--- src/rtl/rsa_engine_arbiter_if.sv ---
// rsa_engine_arbiter_if: requester-side and engine-side signals of the
// RSA engine arbiter, bundled so the arbiter and its environment share one port.
//
// Handshake: a requester raises reqN with dataN stable and keeps both held
// until doneN pulses for one cycle; result/err are valid during that pulse.
// The engine side sees eng_en held high with eng_a/eng_n/eng_e stable until
// the engine answers with a one-cycle eng_ready carrying eng_cipher.
interface rsa_engine_arbiter_if #(
  parameter int DATAWIDTH = 16
);
  logic                 req0;
  logic                 req1;
  logic [DATAWIDTH-1:0] data0;
  logic [DATAWIDTH-1:0] data1;
  logic                 done0;
  logic                 done1;
  logic [DATAWIDTH-1:0] result;
  logic                 err;
  logic                 busy;
  logic                 eng_en;
  logic [DATAWIDTH-1:0] eng_a;
  logic [DATAWIDTH-1:0] eng_n;
  logic [DATAWIDTH-1:0] eng_e;
  logic [DATAWIDTH-1:0] eng_cipher;
  logic                 eng_ready;

  // Arbiter side
  modport master (
    input  req0, req1, data0, data1, eng_cipher, eng_ready,
    output done0, done1, result, err, busy, eng_en, eng_a, eng_n, eng_e
  );

  // Requesters plus engine side
  modport slave (
    output req0, req1, data0, data1, eng_cipher, eng_ready,
    input  done0, done1, result, err, busy, eng_en, eng_a, eng_n, eng_e
  );
endinterface

--- src/rtl/rsa_engine_arbiter.sv ---
// rsa_engine_arbiter: shares one modular-exponentiation engine between an
// encrypt port (0, public exponent) and a decrypt port (1, private exponent).
// Round-robin grant, operand range check, engine enable sequencing, and a
// one-cycle done pulse back to the owning requester.
// Optional engine watchdog: define RSA_ARB_TIMEOUT_EN.
module rsa_engine_arbiter #(
  parameter int DATAWIDTH      = 16,
  parameter int MODULUS        = 1763,
  parameter int PUB_EXP        = 83,
  parameter int PRIV_EXP       = 587
`ifdef RSA_ARB_TIMEOUT_EN
  ,
  parameter int TIMEOUT_CYCLES = 4096
`endif
) (
  input  logic                        clk,
  input  logic                        rst,
  rsa_engine_arbiter_if.master        bus,
  output logic [1:0]                  dbg_state
);

  localparam logic [DATAWIDTH-1:0] MOD_W  = DATAWIDTH'(MODULUS);
  localparam logic [DATAWIDTH-1:0] PUB_W  = DATAWIDTH'(PUB_EXP);
  localparam logic [DATAWIDTH-1:0] PRIV_W = DATAWIDTH'(PRIV_EXP);

  typedef enum logic [1:0] {
    S_IDLE = 2'd0,
    S_LOAD = 2'd1,
    S_RUN  = 2'd2,
    S_DONE = 2'd3
  } state_t;

  state_t               state_q, state_d;
  logic                 eng_en_q, eng_en_d;
  logic [DATAWIDTH-1:0] eng_a_q, eng_a_d;
  logic [DATAWIDTH-1:0] eng_e_q, eng_e_d;
  logic [DATAWIDTH-1:0] result_q, result_d;
  logic                 err_q, err_d;
  logic                 busy_q, busy_d;
  logic                 done0_q, done0_d;
  logic                 done1_q, done1_d;
  logic                 port_q, port_d;   // port owning the current operation
  logic                 last_q, last_d;   // port granted most recently
  logic                 grant1;

`ifdef RSA_ARB_TIMEOUT_EN
  localparam int CNT_W = $clog2(TIMEOUT_CYCLES + 1);
  logic [CNT_W-1:0]     cnt_q, cnt_d;
`endif

  // Next-state and registered-output computation for the arbiter FSM
  always_comb begin
    state_d  = state_q;
    eng_en_d = eng_en_q;
    eng_a_d  = eng_a_q;
    eng_e_d  = eng_e_q;
    result_d = result_q;
    err_d    = err_q;
    done0_d  = 1'b0;
    done1_d  = 1'b0;
    port_d   = port_q;
    last_d   = last_q;
    grant1   = 1'b0;
`ifdef RSA_ARB_TIMEOUT_EN
    cnt_d    = cnt_q;
`endif
    case (state_q)
      S_IDLE: begin
        // The cycle carrying a done pulse is skipped so that a request still
        // held by the finishing port only counts from the following cycle.
        if (!done0_q && !done1_q && (bus.req0 || bus.req1)) begin
          grant1  = bus.req1 && (!bus.req0 || !last_q);
          port_d  = grant1;
          eng_a_d = grant1 ? bus.data1 : bus.data0;
          eng_e_d = grant1 ? PRIV_W : PUB_W;
          state_d = S_LOAD;
        end
      end
      S_LOAD: begin
        if (eng_a_q >= MOD_W) begin
          err_d    = 1'b1;
          result_d = '0;
          state_d  = S_DONE;
        end else begin
          eng_en_d = 1'b1;
          state_d  = S_RUN;
`ifdef RSA_ARB_TIMEOUT_EN
          cnt_d    = '0;
`endif
        end
      end
      S_RUN: begin
        if (bus.eng_ready) begin
          result_d = bus.eng_cipher;
          err_d    = 1'b0;
          eng_en_d = 1'b0;
          state_d  = S_DONE;
        end
`ifdef RSA_ARB_TIMEOUT_EN
        else if (cnt_q == CNT_W'(TIMEOUT_CYCLES - 1)) begin
          result_d = '0;
          err_d    = 1'b1;
          eng_en_d = 1'b0;
          state_d  = S_DONE;
        end else begin
          cnt_d = cnt_q + 1'b1;
        end
`endif
      end
      S_DONE: begin
        done0_d = !port_q;
        done1_d = port_q;
        last_d  = port_q;
        state_d = S_IDLE;
      end
      default: state_d = S_IDLE;
    endcase
    busy_d = (state_d != S_IDLE);
  end

  // State and output registers; reset abandons any in-flight operation
  always_ff @(posedge clk or negedge rst) begin
    if (!rst) begin
      state_q  <= S_IDLE;
      eng_en_q <= 1'b0;
      eng_a_q  <= '0;
      eng_e_q  <= '0;
      result_q <= '0;
      err_q    <= 1'b0;
      busy_q   <= 1'b0;
      done0_q  <= 1'b0;
      done1_q  <= 1'b0;
      port_q   <= 1'b0;
      last_q   <= 1'b1;
`ifdef RSA_ARB_TIMEOUT_EN
      cnt_q    <= '0;
`endif
    end else begin
      state_q  <= state_d;
      eng_en_q <= eng_en_d;
      eng_a_q  <= eng_a_d;
      eng_e_q  <= eng_e_d;
      result_q <= result_d;
      err_q    <= err_d;
      busy_q   <= busy_d;
      done0_q  <= done0_d;
      done1_q  <= done1_d;
      port_q   <= port_d;
      last_q   <= last_d;
`ifdef RSA_ARB_TIMEOUT_EN
      cnt_q    <= cnt_d;
`endif
    end
  end

  assign bus.eng_en = eng_en_q;
  assign bus.eng_a  = eng_a_q;
  assign bus.eng_e  = eng_e_q;
  assign bus.eng_n  = MOD_W;
  assign bus.result = result_q;
  assign bus.err    = err_q;
  assign bus.busy   = busy_q;
  assign bus.done0  = done0_q;
  assign bus.done1  = done1_q;
  assign dbg_state  = state_q;

endmodule

--- src/flat_wrapper.sv ---
// flat-port wrapper written by rule: the top's interface ports become plain ports
module rsa_engine_arbiter_flat 
#(
  parameter int DATAWIDTH      = 16,
  parameter int MODULUS        = 1763,
  parameter int PUB_EXP        = 83,
  parameter int PRIV_EXP       = 587

)
  (clk, rst, dbg_state, bus_req0, bus_req1, bus_data0, bus_data1, bus_eng_cipher, bus_eng_ready, bus_done0, bus_done1, bus_result, bus_err, bus_busy, bus_eng_en, bus_eng_a, bus_eng_n, bus_eng_e);
  rsa_engine_arbiter_if #(.DATAWIDTH(DATAWIDTH)) bus_i ();
  input  logic clk;
  input  logic rst;
  output logic [1:0] dbg_state;
  input wire logic [$bits(bus_i.req0)-1:0] bus_req0;
  input wire logic [$bits(bus_i.req1)-1:0] bus_req1;
  input wire logic [$bits(bus_i.data0)-1:0] bus_data0;
  input wire logic [$bits(bus_i.data1)-1:0] bus_data1;
  input wire logic [$bits(bus_i.eng_cipher)-1:0] bus_eng_cipher;
  input wire logic [$bits(bus_i.eng_ready)-1:0] bus_eng_ready;
  output wire logic [$bits(bus_i.done0)-1:0] bus_done0;
  output wire logic [$bits(bus_i.done1)-1:0] bus_done1;
  output wire logic [$bits(bus_i.result)-1:0] bus_result;
  output wire logic [$bits(bus_i.err)-1:0] bus_err;
  output wire logic [$bits(bus_i.busy)-1:0] bus_busy;
  output wire logic [$bits(bus_i.eng_en)-1:0] bus_eng_en;
  output wire logic [$bits(bus_i.eng_a)-1:0] bus_eng_a;
  output wire logic [$bits(bus_i.eng_n)-1:0] bus_eng_n;
  output wire logic [$bits(bus_i.eng_e)-1:0] bus_eng_e;
  assign bus_i.req0 = bus_req0;
  assign bus_i.req1 = bus_req1;
  assign bus_i.data0 = bus_data0;
  assign bus_i.data1 = bus_data1;
  assign bus_i.eng_cipher = bus_eng_cipher;
  assign bus_i.eng_ready = bus_eng_ready;
  assign bus_done0 = bus_i.done0;
  assign bus_done1 = bus_i.done1;
  assign bus_result = bus_i.result;
  assign bus_err = bus_i.err;
  assign bus_busy = bus_i.busy;
  assign bus_eng_en = bus_i.eng_en;
  assign bus_eng_a = bus_i.eng_a;
  assign bus_eng_n = bus_i.eng_n;
  assign bus_eng_e = bus_i.eng_e;
  rsa_engine_arbiter #(.DATAWIDTH(DATAWIDTH), .MODULUS(MODULUS), .PUB_EXP(PUB_EXP), .PRIV_EXP(PRIV_EXP)) u_core (.clk(clk), .rst(rst), .bus(bus_i), .dbg_state(dbg_state));
endmodule
--- config.mk ---
export PLATFORM = sky130hd
export DESIGN_NAME = rsa_engine_arbiter_flat
export DESIGN_NICKNAME = d
export VERILOG_FILES = /design/src/rtl/rsa_engine_arbiter_if.sv /design/src/rtl/rsa_engine_arbiter.sv /design/src/flat_wrapper.sv
export SDC_FILE = /design/constraint.sdc
export NUM_CORES = 1
export LEC_CHECK = 0
export BUFFER_PORTS_ARGS = -buffer_cell sky130_fd_sc_hd__buf_2
export CAP_MARGIN = 20
export CELL_PAD_IN_SITES_DETAIL_PLACEMENT = 1
export CELL_PAD_IN_SITES_GLOBAL_PLACEMENT = 2
export CORE_MARGIN = 2
export CORE_UTILIZATION = 29
export DETAILED_ROUTE_END_ITERATION = 16
export PLACE_DENSITY = 0.95
export SETUP_SLACK_MARGIN = 0.4
export SLEW_MARGIN = 10
export SYNTH_ARGS = -nofsm -noshare
export SYNTH_HDL_FRONTEND = slang
export SYNTH_SLANG_ARGS = --single-unit
--- constraint.sdc ---
create_clock -name clk -period 5.6 [get_ports clk]
set_input_delay 0 -clock clk [delete_from_list [all_inputs] [get_ports clk]]
set_output_delay 0 -clock clk [all_outputs]
set_load 0.005 [all_outputs]
## Word level (Yosys, flattened, before mapping)

Index checks and enable logic that the tools add are counted.

| word-level totals | value |
|---|---|
| output and inout bits | 71 |
| input port bits | 53 |
| flip-flop bits (word level) | 57 |
| logic and storage cells | 50 |

| cells by class | value |
|---|---|
| reductions and logical operators | 16 |
| equal/unequal tests | 6 |
| mux-type cells | 16 |
| $lt $le $gt $ge | 1 |

Operators with widths:

| cell | number |
|---|---|
| $mux 16 | 3 |
| $pmux 16 s2 | 1 |
| $ge 16x11->1 const B | 1 |
| $mux 10 | 1 |
| $pmux 2 s4 | 1 |
| $mux 1 | 6 |
| $reduce_and 3->1 | 2 |
| $logic_not 1->1 | 5 |
| $eq 2x2->1 const B | 2 |
| $mux 2 | 2 |
| $ne 2x2->1 const B | 2 |
| $pmux 1 s2 | 2 |
| $reduce_bool 2->1 | 2 |
| $logic_and 1x1->1 | 3 |
| $eq 2x1->1 const B | 1 |
| $logic_not 2->1 | 1 |
| $logic_or 1x1->1 | 2 |
| $ne 2x1->1 const B | 1 |
| $reduce_and 2->1 | 1 |

## Depth between registers and ports, before layout

| depth | value |
|---|---|
| depth after elaboration | 6 |
| gate-level depth with buffers | 8 |
| gate-level depth less buffers | 6 |

## Least setup slack after synthesis

OpenSTA, ideal clock, no wires.

| path | value |
|---|---|
| path type | reg2reg |
| start | reg u_core.eng_a_q[15], in the netlist u_core.bus.eng_a[15] |
| end | reg u_core.result_q[10], in the netlist u_core.bus.result[10] |
| arrival | 1992 ps |
| cell stages (with the launch flop) | 7 |
| slack | 3482 ps |
| period minus slack after synthesis | 2118 ps |
| required time | 5474 ps |
| library setup time | 126 ps |
| buffers on the path | 2 |
| path through | dfrtp_1 or4_1 a311o_1 or2_1 buf_6 buf_8 a221o_1 |

| between the ends | value |
|---|---|
| cells in the longest elaborated chain, start to end | 3 |

Ends and longest elaborated chain:

| what | RTL line | source |
|---|---|---|
| start, declared | rsa_engine_arbiter.sv:35 | `logic [DATAWIDTH-1:0] eng_a_q, eng_a_d;` |
| start signal, assigned | rsa_engine_arbiter.sv:141 | `eng_a_q <= eng_a_d;` |
| $ge 16x11->1 | rsa_engine_arbiter.sv:80 | `if (eng_a_q >= MOD_W) begin` |
| $ne 2x1->1 (no source line) | - |  |
| $reduce_and 3->1 (no source line) | - |  |
| end signal, assigned | rsa_engine_arbiter.sv:143 | `result_q <= result_d;` |
| end, declared | rsa_engine_arbiter.sv:37 | `logic [DATAWIDTH-1:0] result_q, result_d;` |

Every way passes these cells.
A chain may end at the register's enable or synchronous reset.

## Final worst setup path

| path | value |
|---|---|
| start | reg u_core.state_q[0], in the netlist u_core.dbg_state[0] |
| end | reg u_core.result_q[3], in the netlist u_core.bus.result[3] |

| between the ends | value |
|---|---|
| cells in the longest elaborated chain, start to end | 3 |
| elaborated cells between the ends (all ways) | 7 |
| classes of those cells | eq/ne (4); mux (1); reduce/logical (2) |

Ends and longest elaborated chain:

| what | RTL line | source |
|---|---|---|
| start, declared | rsa_engine_arbiter.sv:33 | `state_t state_q, state_d;` |
| start signal, assigned | rsa_engine_arbiter.sv:139 | `state_q <= state_d;` |
| $eq 2x1->1 / $eq 2x2->1 (equally long branches) | rsa_engine_arbiter.sv:67 | `case (state_q)` |
| $ne 2x1->1 (no source line) (tied with other cells) | - |  |
| $reduce_and 3->1 (no source line) | - |  |

Several ways; a longest one is shown, not always the timed one.

==> summary.md <==
| Metric | Value |
|---|---|
| Antenna viol nets, final | 0 |
| CTS max path bufs | 2 |
| First-pass GRT wire length | 11,800 um |
| Final worst slack | around 2.7 ns |
| Cell Rows | 34 |
| Reg-to-reg endpoint | u_core.bus.result[3] |
| Worst Path Required | 5.84 ns |
| Synth unique cells | 42 |
| Power Dens Cells | approximately 500 nW/um^2 |
| Layout Cells excl Fill | 470 |
| # DRC | 0 |
| Die Span Y | just under 100 um |
| IR drop worst, VDD | 0.000173 V |
| Congestion Overflow GR | 0 |
| Horiz. Die Dim | just under 100 um |
| Max-Cap Viols | 0 |
| Synth Warn # | 0 |
| PostCTS Resize Cnt | 0 |
| Worst setup path end | u_core.bus.result[3] |
| Core area | around 8700 um^2 |
| Vias in the first global route | 2,345 |
| Switch Pwr | 0.674 mW |
| Critical R2R Launch | u_core.dbg_state[0] |
| Starting Density | 30.0% |
| Gpl congestion | 0.682 |
| Avg Cell Area, Syn | 9.75 um^2 |
| Min Tclk post-route | 2.88 ns |
| Pre-CTS setup slack | 2.41 ns |
| Finish-stage setup viols | 0 |
| WHS | -0.00273 ns |
| DR vias/cell | 4.93 |
| RSZ-0062 raised after global routing | false |
| CTS buffer count | 5 |
| Share of cells above drive strength 1 | 35.6% |
| Post-synth ARST share | 100% |
| Detailed Route WL | between 7000 and 8000 um |
| Critical path class | reg2reg |
| Slew HR | about two fifths |
| Hold Crit Class | in2reg |
| R2R cell count | 6 |
| Yosys reg bits | 43 |
| H-tree depth | 2 |
| Ant. Diodes | 0 |
| 1st-pass router iterations | 4 |
| Setup Skew | around 0.008 ns |
| CTS root buf | clkbuf_8 |
| CP Data Arrival Time | 3.11 ns |
| R2R setup slack | 2.72 ns |
| Register area | 1080 um^2 |
| Area leader, netlist | dfrtp_1 |
| CTS tree | yes |
| Fillers | ~1,000 |
| Synth top area cells | dfrtp_1, buf_4, mux2i_1 |
| Flop pwr share | between 30% and 40% |
| Synth top area share | 40.2% |
| DP HPWL | 5150 um |
| Internal Pwr Total | slightly below 1 mW |
| Fmax achieved | ~0.35 GHz |
| DR WL/cell | 15.7 um |
| Final slew viol count | 0 |
| Global router's overall resource usage | 14.9% |
| CTS clk-pin slew, worst paths | 0.09 ns |
| Switching Fraction | between 40% and 50% |
| Post-synth EDFFs | 0 |
| Ports | 124 |
| Clk pwr share | about 16% |
| Sequential element share of the synthesized area | between 40% and 50% |
| Mapped cell area | 2610 um^2 |
| CP max FO | 20 |
| Area of the multi-input gates | between 1000 and 1500 um^2 |
| Crit. End Element | flop |
| Worst-Skew Late Latency | around 0.3 ns |
| Violated checks | negative hold slack |
| Post-synth top flop | dfrtp_1 |
| Leak | 1.62 nW |
| Final Hold Vio Count | 1 |
| Fin crit share | 51.3% |
| Final layout net count | 419 |
| Comb pwr share | 48.5% |
| Largest net degree at the start of global routing | 44 |
| IO Port Bufs | 97 |
| Iteration-0 DRC Markers | 40 |
| Status | complete, but fails checks |
| CP startpoint | u_core.dbg_state[0] |
| TritonCTS Sinks | 43 |
| Layout area overhead | 24.5% |
| Setup TNS | 0 ns |
| Tightest Pin Transition | 0.892 ns |
| Startpoint Class | flop |
| Die ar. | 9790 um^2 |
| Antenna violations before repair | 0 |
| Cells after DPL | 448 |
| Synth Instances | 268 |
| Via count | 2,319 |
flip-flops by register name (all words and copies together) (netlist names):
name,cells
u_core.bus.busy,1
u_core.bus.done0,1
u_core.bus.done1,1
u_core.bus.eng_a,16
u_core.bus.eng_e,3
u_core.bus.eng_en,1
u_core.bus.err,1
u_core.bus.result,16
u_core.dbg_state,2
u_core.last_q,1
critical path, cell delays in order, from the launching register on:
cell,delay (ns)
dfrtp_1,0.44
inv_1,0.12
ha_1,0.57
clkinv_1,0.61
nor2_1,0.68
buf_6,0.23
a221o_2,0.15
kinds of logic after synthesis:
logic type | count (synthesis) | synth area share [%]
multiplexers | 18 | 6.99
other | 2 | 0.287
AO/OA/AOI/OAI | 76 | 21.4
AND/OR/NAND/NOR | 67 | 12.7
buffers and inverters | 57 | 14.9
flip-flops | 43 | 41.2
adder cells (fa/ha/maj) | 5 | 2.39
Yosys cell counts, types with 2 or more instances:
library cell	count
dfrtp_1	42
nand2_1	35
buf_4	31
o21ai_0	18
a21oi_1	17
mux2i_1	16
o32ai_1	16
and3_1	11
clkbuf_1	10
a221o_1	9
a221o_2	7
and3_2	5
ha_1	5
inv_1	5
buf_6	3
dlygate4sd1_1	3
nor2_1	3
nor2b_1	3
and2_1	2
conb_1	2
mux2_2	2
nor3_1	2
o211ai_1	2
routing by layer:
layer	track usage [%]	vias up	wire (um)
li1	-	1103	-
met5	0	-	0
met3	3.97	7	577
met2	25.4	104	3590
met1	19.1	1105	3150
met4	2.63	0	46
cells in the final DEF (no fill, tap or decap), types with 2 or more instances in the layout:
cell / instances
conb_1: 26
mux2_2: 2
and3_2: 5
dfrtp_1: 42
o211ai_1: 2
nor2b_1: 3
mux2i_1: 16
a221o_1: 9
dlygate4sd3_1: 11
clkbuf_8: 6
o21ai_0: 18
and2_1: 2
ha_1: 5
buf_2: 97
and3_1: 11
nand2_1: 35
nor2_1: 3
o32ai_1: 16
buf_4: 2
a21oi_1: 17
inv_1: 5
a221o_2: 7
power groups by stage:
stage / clock network, mW / logic, mW / registers [mW]
after floorplan: 0 / 0.551 / 0.582
after global placement: 0 / 0.754 / 0.590
after detailed placement: 0 / 0.786 / 0.601
after CTS: 0.263 / 0.798 / 0.596
after global routing: 0.278 / 0.896 / 0.618
final: 0.258 / 0.802 / 0.593
layout make-up:
cell class	count	share of cell area [%]
repair buffers	113	20.2
flip-flops and latches	43	33.1
clock buffers	6	2.54
multi-input cells	192	38.3
well taps	108	4.15
inverters	6	0.692
clock inverters	2	1.08
through the flow:
step	power, mW	util, %	hold WS, ns	area, um^2
floorplan	1.13	-	-0.296	2700
global placement	1.34	34.2	0.213	2980
detailed placement	1.39	34.2	0.227	2980
CTS	1.66	36.8	0.00116	3210
global route	1.79	37.3	0.00100	3250
finish	1.65	37.3	-0.00273	3250
repair_timing:
action | 4_1_cts | 5_1_grt
hold buffers | 11 | 0
endpoints found under the setup margin | 0 | 0
setup buffers | 0 | 0
endpoints found under the hold margin | 50 | 0
how the worst min path moves through the flow:
stage,from,to,slack [ns],cells after the start
6_report,bus_data1[8],u_core.bus.eng_a[8],-0.003,3
5_1_grt,bus_data1[8],u_core.bus.eng_a[8],0.001,3
4_1_cts,bus_data1[8],u_core.bus.eng_a[8],0.001,3
3_5_place_dp,rst,u_core.bus.result[10],0.23,1
3_3_place_gp,rst,u_core.bus.result[10],0.21,1
2_1_floorplan,rst,u_core.bus.busy,-0.30,0
No activity file was read; power rests on OpenSTA's default activity.
